[src/rtl/serial_code_lock.sv]
// ----------------------------------------------------------------------------
// serial_code_lock
//
// Serial combination lock for voting-booth access control. It sits between
// the booth keypad deserialiser and the vote-enable logic. CODE_LEN bits
// arrive MSB first on B, each qualified by B_valid, and are compared against
// a stored code. Every complete entry produces a one-cycle Correct or
// Incorrect pulse. After MAX_TRIES consecutive failures the lock refuses
// input for LOCKOUT_CYCLES cycles. The stored code can be replaced at
// runtime between entries.
//
// Ports
//   clock      in   rising-edge clock
//   Reset      in   asynchronous, active-high reset
//   B_valid    in   B carries a code bit this cycle
//   B          in   serial code bit, MSB of code first
//   load_code  in   request to replace the stored code with new_code
//   new_code   in   replacement code, CODE_LEN bits
//   Correct    out  one-cycle pulse: the entry matched
//   Incorrect  out  one-cycle pulse: the entry mismatched
//   Locked_out out  high while in lockout
//   busy       out  high while an entry is partly collected, or in
//                   RESULT or LOCKOUT
//   tries_left out  remaining attempts before lockout (0 during lockout)
//
// Every output is a flop. None of them has a combinational path from the
// inputs.
// ----------------------------------------------------------------------------
module serial_code_lock #(
    parameter int                  CODE_LEN       = 4,
    parameter logic [CODE_LEN-1:0] DEFAULT_CODE   = 4'b1010,
    parameter int                  MAX_TRIES      = 3,
    parameter int                  LOCKOUT_CYCLES = 16,
    localparam int                 CW             = $clog2(MAX_TRIES + 1)
) (
    input  logic                clock,
    input  logic                Reset,
    input  logic                B_valid,
    input  logic                B,
    input  logic                load_code,
    input  logic [CODE_LEN-1:0] new_code,
    output logic                Correct,
    output logic                Incorrect,
    output logic                Locked_out,
    output logic                busy,
    output logic [CW-1:0]       tries_left
);

    localparam int BCW = $clog2(CODE_LEN + 1);
    localparam int TW  = $clog2(LOCKOUT_CYCLES + 1);

    localparam logic [BCW-1:0] LAST_BIT  = BCW'(CODE_LEN - 1);
    localparam logic [CW-1:0]  MAX_FAIL  = CW'(MAX_TRIES);
    localparam logic [TW-1:0]  LOCK_LAST = TW'(LOCKOUT_CYCLES - 1);

    typedef enum logic [1:0] {
        COLLECT = 2'd0,
        RESULT  = 2'd1,
        LOCKOUT = 2'd2
    } state_t;

    state_t              state;
    logic [BCW-1:0]      bit_cnt;
    logic                err;
    logic [CW-1:0]       fail_cnt;
    logic [TW-1:0]       lock_tmr;
    logic [CODE_LEN-1:0] code_reg;

    // The expected bit for position k is code_reg[CODE_LEN-1-k]. Shifting
    // the code left by bit_cnt brings that bit to the MSB. This avoids an
    // index wider than the vector.
    logic [CODE_LEN-1:0] code_sh;
    logic                exp_bit;
    logic                bit_miss;
    logic                entry_bad;
    logic [CW-1:0]       fail_inc;

    always_comb begin
        code_sh   = code_reg << bit_cnt;
        exp_bit   = code_sh[CODE_LEN-1];
        bit_miss  = B ^ exp_bit;
        entry_bad = err | bit_miss;
        fail_inc  = fail_cnt + 1'b1;
    end

    always_ff @(posedge clock or posedge Reset) begin
        if (Reset) begin
            state      <= COLLECT;
            bit_cnt    <= '0;
            err        <= 1'b0;
            fail_cnt   <= '0;
            lock_tmr   <= '0;
            code_reg   <= DEFAULT_CODE;
            Correct    <= 1'b0;
            Incorrect  <= 1'b0;
            Locked_out <= 1'b0;
            busy       <= 1'b0;
            tries_left <= MAX_FAIL;
        end else begin
            // Correct and Incorrect are single-cycle pulses. They default low.
            Correct   <= 1'b0;
            Incorrect <= 1'b0;

            case (state)
                COLLECT: begin
                    if (load_code && (bit_cnt == '0)) begin
                        // A load takes priority over a bit presented on the
                        // same edge. That bit is dropped.
                        code_reg <= new_code;
                    end else if (B_valid) begin
                        if (bit_cnt == LAST_BIT) begin
                            state     <= RESULT;
                            bit_cnt   <= '0;
                            err       <= entry_bad;
                            Correct   <= ~entry_bad;
                            Incorrect <= entry_bad;
                            busy      <= 1'b1;
                            // The fail count is updated while entering
                            // RESULT. tries_left then already shows the
                            // new value during the verdict pulse.
                            if (entry_bad) begin
                                fail_cnt   <= fail_inc;
                                tries_left <= MAX_FAIL - fail_inc;
                            end else begin
                                fail_cnt   <= '0;
                                tries_left <= MAX_FAIL;
                            end
                        end else begin
                            // A mismatch is sticky. The entry still runs to
                            // its full length, so the failing bit is not
                            // revealed early.
                            bit_cnt <= bit_cnt + 1'b1;
                            err     <= entry_bad;
                            busy    <= 1'b1;
                        end
                    end
                end

                RESULT: begin
                    // Bits arriving during the verdict cycle are dropped.
                    err <= 1'b0;
                    if (fail_cnt == MAX_FAIL) begin
                        state      <= LOCKOUT;
                        lock_tmr   <= '0;
                        Locked_out <= 1'b1;
                        tries_left <= '0;
                        busy       <= 1'b1;
                    end else begin
                        state <= COLLECT;
                        busy  <= 1'b0;
                    end
                end

                LOCKOUT: begin
                    // lock_tmr counts 0..LOCKOUT_CYCLES-1. That gives exactly
                    // LOCKOUT_CYCLES cycles with Locked_out high.
                    if (lock_tmr == LOCK_LAST) begin
                        state      <= COLLECT;
                        lock_tmr   <= '0;
                        fail_cnt   <= '0;
                        err        <= 1'b0;
                        Locked_out <= 1'b0;
                        busy       <= 1'b0;
                        tries_left <= MAX_FAIL;
                    end else begin
                        lock_tmr <= lock_tmr + 1'b1;
                    end
                end

                default: begin
                    state      <= COLLECT;
                    bit_cnt    <= '0;
                    err        <= 1'b0;
                    fail_cnt   <= '0;
                    lock_tmr   <= '0;
                    Locked_out <= 1'b0;
                    busy       <= 1'b0;
                    tries_left <= MAX_FAIL;
                end
            endcase
        end
    end

endmodule

[config.mk]
export PLATFORM = sky130hd
export DESIGN_NAME = serial_code_lock
export DESIGN_NICKNAME = d
export VERILOG_FILES = /design/src/rtl/serial_code_lock.sv
export SDC_FILE = /design/constraint.sdc
export NUM_CORES = 1
export LEC_CHECK = 0
export BUFFER_PORTS_ARGS = -buffer_cell sky130_fd_sc_hd__buf_2
export CAP_MARGIN = 5
export CORE_MARGIN = 2
export CORE_UTILIZATION = 60
export CTS_CLUSTER_DIAMETER = 80
export DETAILED_ROUTE_END_ITERATION = 16
export PLACE_DENSITY = 0.9
export SLEW_MARGIN = 20
export SYNTH_ARGS = -nofsm -noshare
export SYNTH_HDL_FRONTEND = slang
export SYNTH_SLANG_ARGS = --single-unit
[constraint.sdc]
create_clock -name clock -period 3.6 [get_ports clock]
set_input_delay 0.18 -clock clock [delete_from_list [all_inputs] [get_ports clock]]
set_output_delay 0.18 -clock clock [all_outputs]
set_load 0.02 [all_outputs]
### Yosys cells after proc, flatten, opt, wreduce, memory -nomap -nowiden

Cells that the tools add are included.

* bits in registers: 23
* bits of input ports: 9
* output and inout bits: 6
* word-level logic and storage cells: 87

* $add $sub $neg: 4
* equal/unequal tests: 10
* shift operators: 1
* mux-type cells: 43
* bitwise operators: 6
* reduce and logical (&&, ||, !) cells: 12

Operators by type and width (number)
* $mux 2: 15
* $pmux 2 s3: 3
* $mux 1: 15
* $pmux 5 s3: 1
* $mux 5: 2
* $ne 2x2->1 const B: 5
* $reduce_and 5->1: 2
* $mux 3: 3
* $reduce_and 3->1: 3
* $pmux 1 s3: 2
* $pmux 3 s2: 1
* $add 5x1->5 const B: 1
* $eq 5x4->1 const B: 1
* $eq 2x2->1 const B: 2
* $not 1->1: 4
* $reduce_and 2->1: 2
* $reduce_and 4->1: 1
* $shl 4x3->4: 1
* $add 3x1->3 const B: 1
* $eq 3x2->1 const B: 1
* $logic_not 3->1: 1
* $add 2x1->2 const B: 1
* $eq 2x1->1 const B: 1
* $logic_not 2->1: 1
* other kinds (6): 6

### Longest topological paths before layout

Gate-level depths: netlist of the first run.

* word-level depth: 8
* gate-level depth with buffers: 6
* mapped depth without buffers: 6

### Worst setup path after synthesis of the first run

OpenSTA, ideal clock, no wires.

* path kind: flip-flop to flip-flop
* from: reg bit_cnt[1]
* to: reg tries_left[0]
* library setup time: 0.098 ns
* arrival time: 1.559 ns
* data required time: 3.502 ns
* slack: 1.943 ns
* stages on the path, launching flop included: 7
* path buffers: 0
* period minus slack after synthesis: 1.657 ns
* cells stage by stage: dfrtp_1 -> inv_1 -> ha_1 -> nand2_1 -> a31oi_1 -> or3_1 -> a221oi_1

* cells in the longest elaborated chain, start to end: 8
* elaborated cells between the ends (all ways): 14

Ends and longest elaborated chain
* start, declared: line 63 `logic [BCW-1:0] bit_cnt;`
* start signal, assigned: line 132 `bit_cnt <= bit_cnt + 1'b1;`
* $shl 4x3->4: line 79 `code_sh = code_reg << bit_cnt;`
* $xor 1x1->1: line 81 `bit_miss = B ^ exp_bit;`
* $or 1x1->1: line 82 `entry_bad = err | bit_miss;`
* $mux 2: line 121 `if (entry_bad) begin`
* $mux 2: line 111 `if (bit_cnt == LAST_BIT) begin`
* $mux 2: line 110 `end else if (B_valid) begin`
* $mux 2: line 106 `if (load_code && (bit_cnt == '0)) begin`
* $pmux 2 s3: line 104 `case (state)`
* end signal, assigned: line 123 `tries_left <= MAX_FAIL - fail_inc;`
* end, declared: line 46 `output logic [CW-1:0] tries_left`

Parallel ways exist; a longest one is shown, timed or not. The select of a mux whose other input is x is not followed.
A chain may end at the register's enable or synchronous reset.

### Worst setup path in the final report of the first run

* from: reg state[1]
* to: reg tries_left[0]

* cells in the longest elaborated chain, start to end: 3
* elaborated cells between the ends (all ways): 10

Ends and longest elaborated chain
* start, declared: line 62 `state_t state;`
* start signal, assigned: line 88 `state <= COLLECT;`
* start signal, assigned: line 112 `state <= RESULT;`
* start signal, assigned: line 143 `state <= LOCKOUT;`
* $eq 2x2->1 (tied with other cells): line 104
* $ne 2x2->1 (no line)
* $reduce_and 5->1 (no line)

Parallel ways exist; a longest one is shown, timed or not.

==> results of run 1 <==
-- how the worst max path moves through the flow --
stage                                to  depth (start not counted)
after global placement    tries_left[0]                          6
after detailed placement  tries_left[0]                          6
after floorplan           tries_left[0]                          6
final                     tries_left[0]                          6
after global routing      tries_left[0]                          6
after CTS                 tries_left[0]                          6
-- cell families (layout without fill, tap and decap cells) --
kind of cell	count (synthesis)	in the layout
simple gates	36	36
compound gates	30	30
flops	23	23
buf+inv	14	30
mux	8	8
fa+ha+maj	7	7
-- final cells by class --
cell class	count	area share, %
Sequential cell	23	43.6
Clock buffer	4	1.98
Multi-Input combinational cell	81	43.2
Inverter	12	3.39
Tap cell	27	2.54
Timing Repair Buffer	14	5.27
-- metal layers --
| layer | track usage (%) | part of all wire (%) | wire, microns |
|---|---|---|---|
| met3 | 2.76 | 4.4 | 105 |
| met4 | 8.57 | 2.7 | 63 |
| met2 | 37.8 | 49 | 1160 |
| met5 | 0 | 0 | 0 |
| met1 | 29.3 | 44 | 1040 |
-- power groups by stage --
| stage | clock [uW] | combinational (uW) | sequential (uW) |
|---|---|---|---|
| floorplan | 0 | 271 | 401 |
| detailed placement | 0 | 364 | 390 |
| global placement | 0 | 345 | 382 |
| finish | 115 | 367 | 385 |
| global route | 129 | 409 | 392 |
| CTS | 120 | 365 | 385 |
-- Yosys cell counts (all sizes together) --
master and n:
and2b 2, nand2b 1, mux2i 4, ha 7, dfstp 4, or3 2
o31a 2, buf 1, mux2 4, a22oi 1, a32o 1, clkbuf 1
o21ai 7, dfrtp 19, nand2 9, o21a 1, nor2 4, a221oi 2
and3 2, or2 1, o22ai 2, nor3 3, nor2b 4, a21oi 6
o31ai 2, or4 1, nor4 4, inv 12, a31oi 2, nand3 3
a21o 2, a41o 2
-- critical path: cells and delay by family, from the launching register on --
kind | cells | cell delay, ns
adders and majority gates | 1 | 0.40
DFF | 1 | 0.43
and+or+nand+nor | 1 | 0.12
buffers and inverters | 2 | 0.27
AOI/OAI and AO/OA | 2 | 0.77
-- cell usage in the layout (no fill, tap or decap), drive strengths merged --
master / netlist / routed
buf: 1 / 14
a41o: 2 / 2
nand2b: 1 / 1
dfrtp: 19 / 19
nand2: 9 / 9
o21a: 1 / 1
nor4: 4 / 4
nor2: 4 / 4
a21oi: 6 / 6
a22oi: 1 / 1
o31ai: 2 / 2
or2: 1 / 1
nand3: 3 / 3
mux2i: 4 / 4
and2b: 2 / 2
o31a: 2 / 2
ha: 7 / 7
clkbuf: 1 / 4
o22ai: 2 / 2
a221oi: 2 / 2
nor3: 3 / 3
o21ai: 7 / 7
a21o: 2 / 2
dfstp: 4 / 4
or3: 2 / 2
a31oi: 2 / 2
inv: 12 / 12
a32o: 1 / 1
nor2b: 4 / 4
or4: 1 / 1
mux2: 4 / 4
and3: 2 / 2
-- stage by stage --
stage               power [uW]  worst slack [ns]  util, %
floorplan                  672              1.94        -
global placement           728              1.73     67.1
detailed placement         753              1.60     67.1
CTS                        870              1.56     68.5
global route               930              1.33     68.5
finish                     866              1.52     68.5
==> Implementation_results.wiki, run 1 <==
{| class="wikitable"
! Metric !! Value
|-
| Data required time of the worst path || approximately 3.8 ns
|-
| Clock Pin Slew Worst Setup and Hold Paths || approximately 0.12 ns
|-
| Power dissipated by switching net loads || between 300 and 400 uW
|-
| Total nets after synthesis || 134
|-
| Critical path's largest stage delay || 0.49 ns
|-
| PD cells || around 650 nW/um^2
|-
| Ratio of final minimum period to clock period || 57.8%
|-
| Reg-to-reg startpoint || state[1]
|-
| Peak fanout along the critical path || 13
|-
| Instance area at placement || ~1300 sq um
|-
| Flip-flop and latch count after synthesis || 23
|-
| Post-Layout Inst Area || roughly 1300 sq um
|-
| Synthesized-area fraction occupied by ao, oa, aoi and oai cells || between 10% and 20%
|-
| Die height || a little under 50 microns
|-
| Multiplexer share of the synthesized area || 6.95%
|-
| Actual slew at the worst max-slew pin || roughly 0.84 ns
|-
| Setup repair after global routing missed its margin || false
|-
| Max H-tree Level || 1
|-
| Combinational group share of total power || between 40 and 50%
|-
| Via count || about 960
|-
| Sequential power share || 44.4%
|-
| Input/output buffers || 14
|-
| DRC || 0
|-
| Top Ports || 15
|-
| Post-synthesis instance total || 118
|-
| Cell chosen for the clock root || clkbuf_4
|-
| Number of nets in the layout || roughly 150
|-
| Maximum number of pins on one net before global-route repair || 24
|-
| Effective utilization at floorplan || a little over three fifths
|-
| Final estimated routing congestion in global placement || between 0.8 and 0.9
|-
| Critical path data arrival time || approximately 2.3 ns
|-
| Number of instances resized during post-cts repair || 0
|-
| Pre-antenna DRT Iters || 4
|-
| Final Hold Fails || 0
|-
| Non-filler cells, final || between 150 and 200
|-
| Total negative slack || 0 ns
|-
| Adder-cell share of the synthesized area || under 10%
|-
| Antenna Cells || 0
|-
| XOR/XNOR share of the synthesized area || 0%
|-
| Lkg Pwr || ~0.00067 uW
|-
| Area share of the largest cell type after synthesis || between 30 and 40%
|-
| R2r endpoint || tries_left[0]
|-
| Basic-gate share of the synthesized area counting and, or, nand and nor cells || approximately 16%
|-
| Area of the multi-input gates || roughly 570 sq um
|-
| Overall overflow remaining after global route || 0
|-
| Area of the core || approximately 1900 sq um
|-
| Placement Rows || 16
|-
| Max reg flops || 5
|-
| Cell type with the largest total area after synthesis || dfrtp_1
|-
| Proportion of layout cells with a drive suffix above 1 || between 20% and 30%
|-
| Vias in the first global route || 920
|-
| Number of DRC markers after the initial detailed-route iteration || 42
|-
| Number of different library cells in the post-synthesis netlist || 35
|-
| Kind of end point of the critical path || flip-flop
|-
| Setup fix buffers added after clock tree synthesis || 0
|-
| FF-to-FF setup slack || 1.52 ns
|-
| Sequential cell area || between 500 and 600 sq um
|-
| Min-delay worst type || input port to async pin
|-
| Final setup fails || 0
|-
| GRT Overall Usage || 22.4%
|-
| Cells along the critical path || inv_1 -> ha_1 -> inv_1 -> a31oi_1 -> nor4_1 -> a221oi_1
|-
| Largest family of logic cells by synthesized area || compound AO/OA/AOI/OAI gates
|-
| Relative contribution of the clock network to total power || 13.3%
|-
| WL per Instance || roughly 15 microns
|-
| Horiz. Die Dim || between 40 and 50 microns
|-
| TritonCTS buffer count || 3
|-
| Outcome || finished, final reports clean
|-
| Internal power component || 540 uW
|-
| Switching part of the total power || between 30% and 40%
|-
| Max-cap violations || 0
|-
| Part of the Yosys area used for sequential elements || a little under half
|-
| Worst hold margin || 0.0187 ns
|-
| Final Max Slew Viols || 0
|-
| CTS Hold Buffers Added || 0
|-
| Detailed placer's ending HPWL || about 1.8 mm
|-
| Initial antenna violation count || 0
|-
| Minimum clock period after layout || roughly 2.1 ns
|-
| Startpoint kind of the worst setup timing path || flip-flop
|-
| Total die area || about 2400 sq um
|-
| Number of inserted filler cells in the final layout || approximately 150
|-
| Antenna Violating Nets Remaining || 0
|-
| Signed area change from the synthesized netlist to the final layout || 8.58%
|-
| Area of the mapped netlist || approximately 1200 sq um
|-
| Cell types with the largest area share after synthesis || dfrtp_1 (39%), dfstp_2 (8.6%), ha_1 (7.2%)
|-
| Sink count of the clock tree || 23
|-
| Buffers from clock root to sink, at most || 2
|-
| Number of placed cells counting well taps || 157
|-
| Clock latency at the later pin of the worst-skew pair || approximately 0.3 ns
|-
| Max-slew headroom || about 44%
|-
| Vias per cell || ~6
|-
| Start-to-end type of the worst setup path || flip-flop to flip-flop
|-
| Depth of the worst register-to-register path || 6
|-
| Most frequent CP cell || inv_1
|-
| Worst setup path start || state[1]
|-
| First-pass GRT wire length || 4.09 mm
|-
| Largest clock skew in the final design || approximately 0.0031 ns
|-
| Worst voltage drop across the vdd grid || between 300 and 400 uV
|-
| Critical path's slowest cell || a31oi_1
|-
| DRT Wirelength || 2.37 mm
|-
| F_max || approximately 480 MHz
|-
| Per-instance average area after synthesis || between 10 and 15 sq um
|-
| TritonCTS clock tree || built
|-
| Yosys warning count || 0
|}
(Power assumes the default switching activity.)
==> inputs of run 2 (changes only) <==
CORE_ASPECT_RATIO = 1.75   (was default)
CORE_UTILIZATION = 50   (was 60)
PLACE_DENSITY = 0.81   (was 0.9)
clock period = 1.7 ns   (was 3.6 ns; I/O delays follow)
==> run 2 against run 1 <==
  * Combinational power grew to 3.1 times the previous value
  * Count of clock-buffer cells in the layout is the same
  * Non-clock buffer count increased by 21
  * Routed wire length grew 30%
  * Die area rose by 19%
  * Clock power rose to 3.1 times the previous value
  * Final area rose by 21%
  * Sequential share of layout area shrank 7.6 points
  * Largest power group is now combinational logic
  * Highest routed layer unchanged
  * Via count rose by 13%
  * Sequential power increased by 110%
  * First-iteration DRC count up 4.8%
==> Implementation_results.wiki, run 2 (synthesis gave the netlist of run 1 again) <==
{| class="wikitable"
! Metric !! Value
|-
| WL per Instance || about 17 microns
|-
| Number of DRC markers after the initial detailed-route iteration || 44
|-
| Critical path's slowest cell || dfrtp_1
|-
| Overall overflow remaining after global route || 0
|-
| Proportion of layout cells with a drive suffix above 1 || a little over two fifths
|-
| Hold Crit Depth || 2
|-
| Vias per cell || approximately 6
|-
| Max reg flops || 5
|-
| Final Hold Fails || 0
|-
| Cell family with most CP delay || compound AO/OA/AOI/OAI gates
|-
| Final Max Slew Viols || 0
|-
| Final cell utilization of the core || 70.0%
|-
| Actual slew at the worst max-slew pin || ~0.48 ns
|-
| Non-filler cells, final || 180
|-
| Number of placed cells counting well taps || 171
|-
| Via count || 1083
|-
| DRC || 0
|-
| Peak fanout along the critical path || 5
|-
| Cells along the critical path || ha_4 -> nand3_4 -> o21a_4 -> buf_4 -> o31a_2 -> a41o_1
|-
| First-pass GRT wire length || between 4 and 5 mm
|-
| Lkg Pwr || 0.000790 uW
|-
| Setup repair after global routing missed its margin || true
|-
| Clock Pin Slew Worst Setup and Hold Paths || ~0.08 ns
|-
| Clock latency at the later pin of the worst-skew pair || ~0.27 ns
|-
| Top Ports || 15
|-
| Area of the core || approximately 2300 sq um
|-
| Worst Hold End || code_reg[2]
|-
| Leading cell types in the layout, fill and taps excluded || dfrtp_1 (19), buf_4 (18), buf_2 (14), inv_1 (11), nand2_1 (8)
|-
| Metal-1 WL || between 1 and 1.5 mm
|-
| FF-to-FF setup slack || roughly 0.027 ns
|-
| Signed area change from the synthesized netlist to the final layout || 31.6%
|-
| TritonCTS clock tree || built
|-
| Ratio of final minimum period to clock period || 98.4%
|-
| Min-delay worst type || input port to flip-flop
|-
| Detailed placer's ending HPWL || about 2.2 mm
|-
| PD cells || between 1000 and 1500 nW/um^2
|-
| Critical path's largest stage delay || roughly 0.4 ns
|-
| TritonCTS buffer count || 3
|-
| Antenna Violating Nets Remaining || 0
|-
| Horiz. Die Dim || 41.4 microns
|-
| Max-cap violations || 0
|-
| Max H-tree Level || 1
|-
| Input/output buffers || 14
|-
| Sink count of the clock tree || 23
|-
| Met3 Routed Length || about 120 microns
|-
| Cell chosen for the clock root || clkbuf_8
|-
| Total die area || 2880 sq um
|-
| Max-slew headroom || 67.9%
|-
| Data required time of the worst path || approximately 1.9 ns
|-
| R2r endpoint || fail_cnt[0]
|-
| Maximum number of pins on one net before global-route repair || 24
|-
| Wire length on met2 || between 1.5 and 2 mm
|-
| Effective utilization at floorplan || ~53%
|-
| DRT Wirelength || 3.09 mm
|-
| Outcome || finished, final reports clean
|-
| Worst voltage drop across the vdd grid || slightly below 900 uV
|-
| Start-to-end type of the worst setup path || flip-flop to flip-flop
|-
| GRT Overall Usage || a little over a fifth
|-
| Pre-antenna DRT Iters || 4
|-
| Die height || 69.5 microns
|-
| WP buf/inv || 1
|-
| Final setup fails || 0
|-
| Startpoint kind of the worst setup timing path || flip-flop
|-
| Number of nets in the layout || between 150 and 200
|-
| Highest routing layer actually used || met4
|-
| Critical path data arrival time || roughly 1.8 ns
|-
| Minimum clock period after layout || about 1.7 ns
|-
| Depth of the worst register-to-register path || 6
|-
| Min-delay src || new_code[2]
|-
| Buffers from clock root to sink, at most || 2
|-
| Reg-to-reg startpoint || lock_tmr[0]
|-
| Kind of end point of the critical path || flip-flop
|-
| Initial antenna violation count || 0
|-
| F_max || 598 MHz
|-
| Largest clock skew in the final design || 0.00387 ns
|-
| Vias in the first global route || about 1200
|-
| Total power || around 2300 uW
|-
| Placement Rows || 23
|-
| Most frequent standard cell in the layout excluding fill and tap cells || dfrtp_1
|-
| Final estimated routing congestion in global placement || 0.869
|-
| Antenna Cells || 0
|}
==> run 2: worst register-to-register path: cells and delay by family, from the launching register on <==
| family | cells | cell delay [ns] |
|---|---|---|
| flip-flops | 1 | 0.40 |
| adder cells (fa/ha/maj) | 1 | 0.17 |
| buffers and inverters | 1 | 0.14 |
| AO/OA/AOI/OAI | 3 | 0.77 |
| AND/OR/NAND/NOR | 1 | 0.09 |
==> run 2: layer usage <==
metal  global-route usage (%)  vias up
li1                         -      496
met1                     22.5      526
met2                     41.3       52
met3                     2.60        9
met4                     10.8        0
met5                        0        -
==> run 2: worst max path at each step <==
stage	start	end	slack (ns)	depth (start not counted)
floorplan	bit_cnt[1]	tries_left[0]	0.04	6
finish	lock_tmr[0]	fail_cnt[0]	0.03	6
detailed placement	bit_cnt[1]	tries_left[0]	-0.08	5
CTS	lock_tmr[0]	tries_left[0]	0.007	5
global placement	bit_cnt[1]	fail_cnt[1]	0.03	6
global route	bit_cnt[1]	bit_cnt[0]	-0.03	6
==> run 2: through the flow <==
stage                     setup slack, ns  instance area [sq um]  setup TNS, ns  hold slack, ns
after global placement             0.0260                   1420              0           0.130
after detailed placement          -0.0832                   1420         -0.193           0.137
after CTS                         0.00691                   1530              0          0.0529
after global routing              -0.0303                   1610        -0.0643          0.0499
after floorplan                    0.0427                   1220              0          0.0840
final                              0.0269                   1610              0          0.0499
==> run 2: repair_timing <==
item	4_1_cts	5_1_grt
hold buffers	1	0
hold endpoints to repair	19	0
buffers inserted	1	3
resized for setup	10	13
pin swaps	0	7
endpoints found under the setup margin	4	9
==> run 2: final cells by class <==
type / count / area, sq um
sequential: 23 / 581
fill: 168 / 691
timing repair buffer: 35 / 238
tap: 25 / 31.3
clock buffer: 4 / 45.0
inverter: 12 / 45.0
multi-input combinational: 81 / 672
==> run 2: power breakdown <==
group	switching (uW)	total, uW	leakage (uW)	internal (uW)
sequential	84.8	805	0.000294	720
clock	184	352	0.0000228	168
combinational	589	1130	0.000473	543
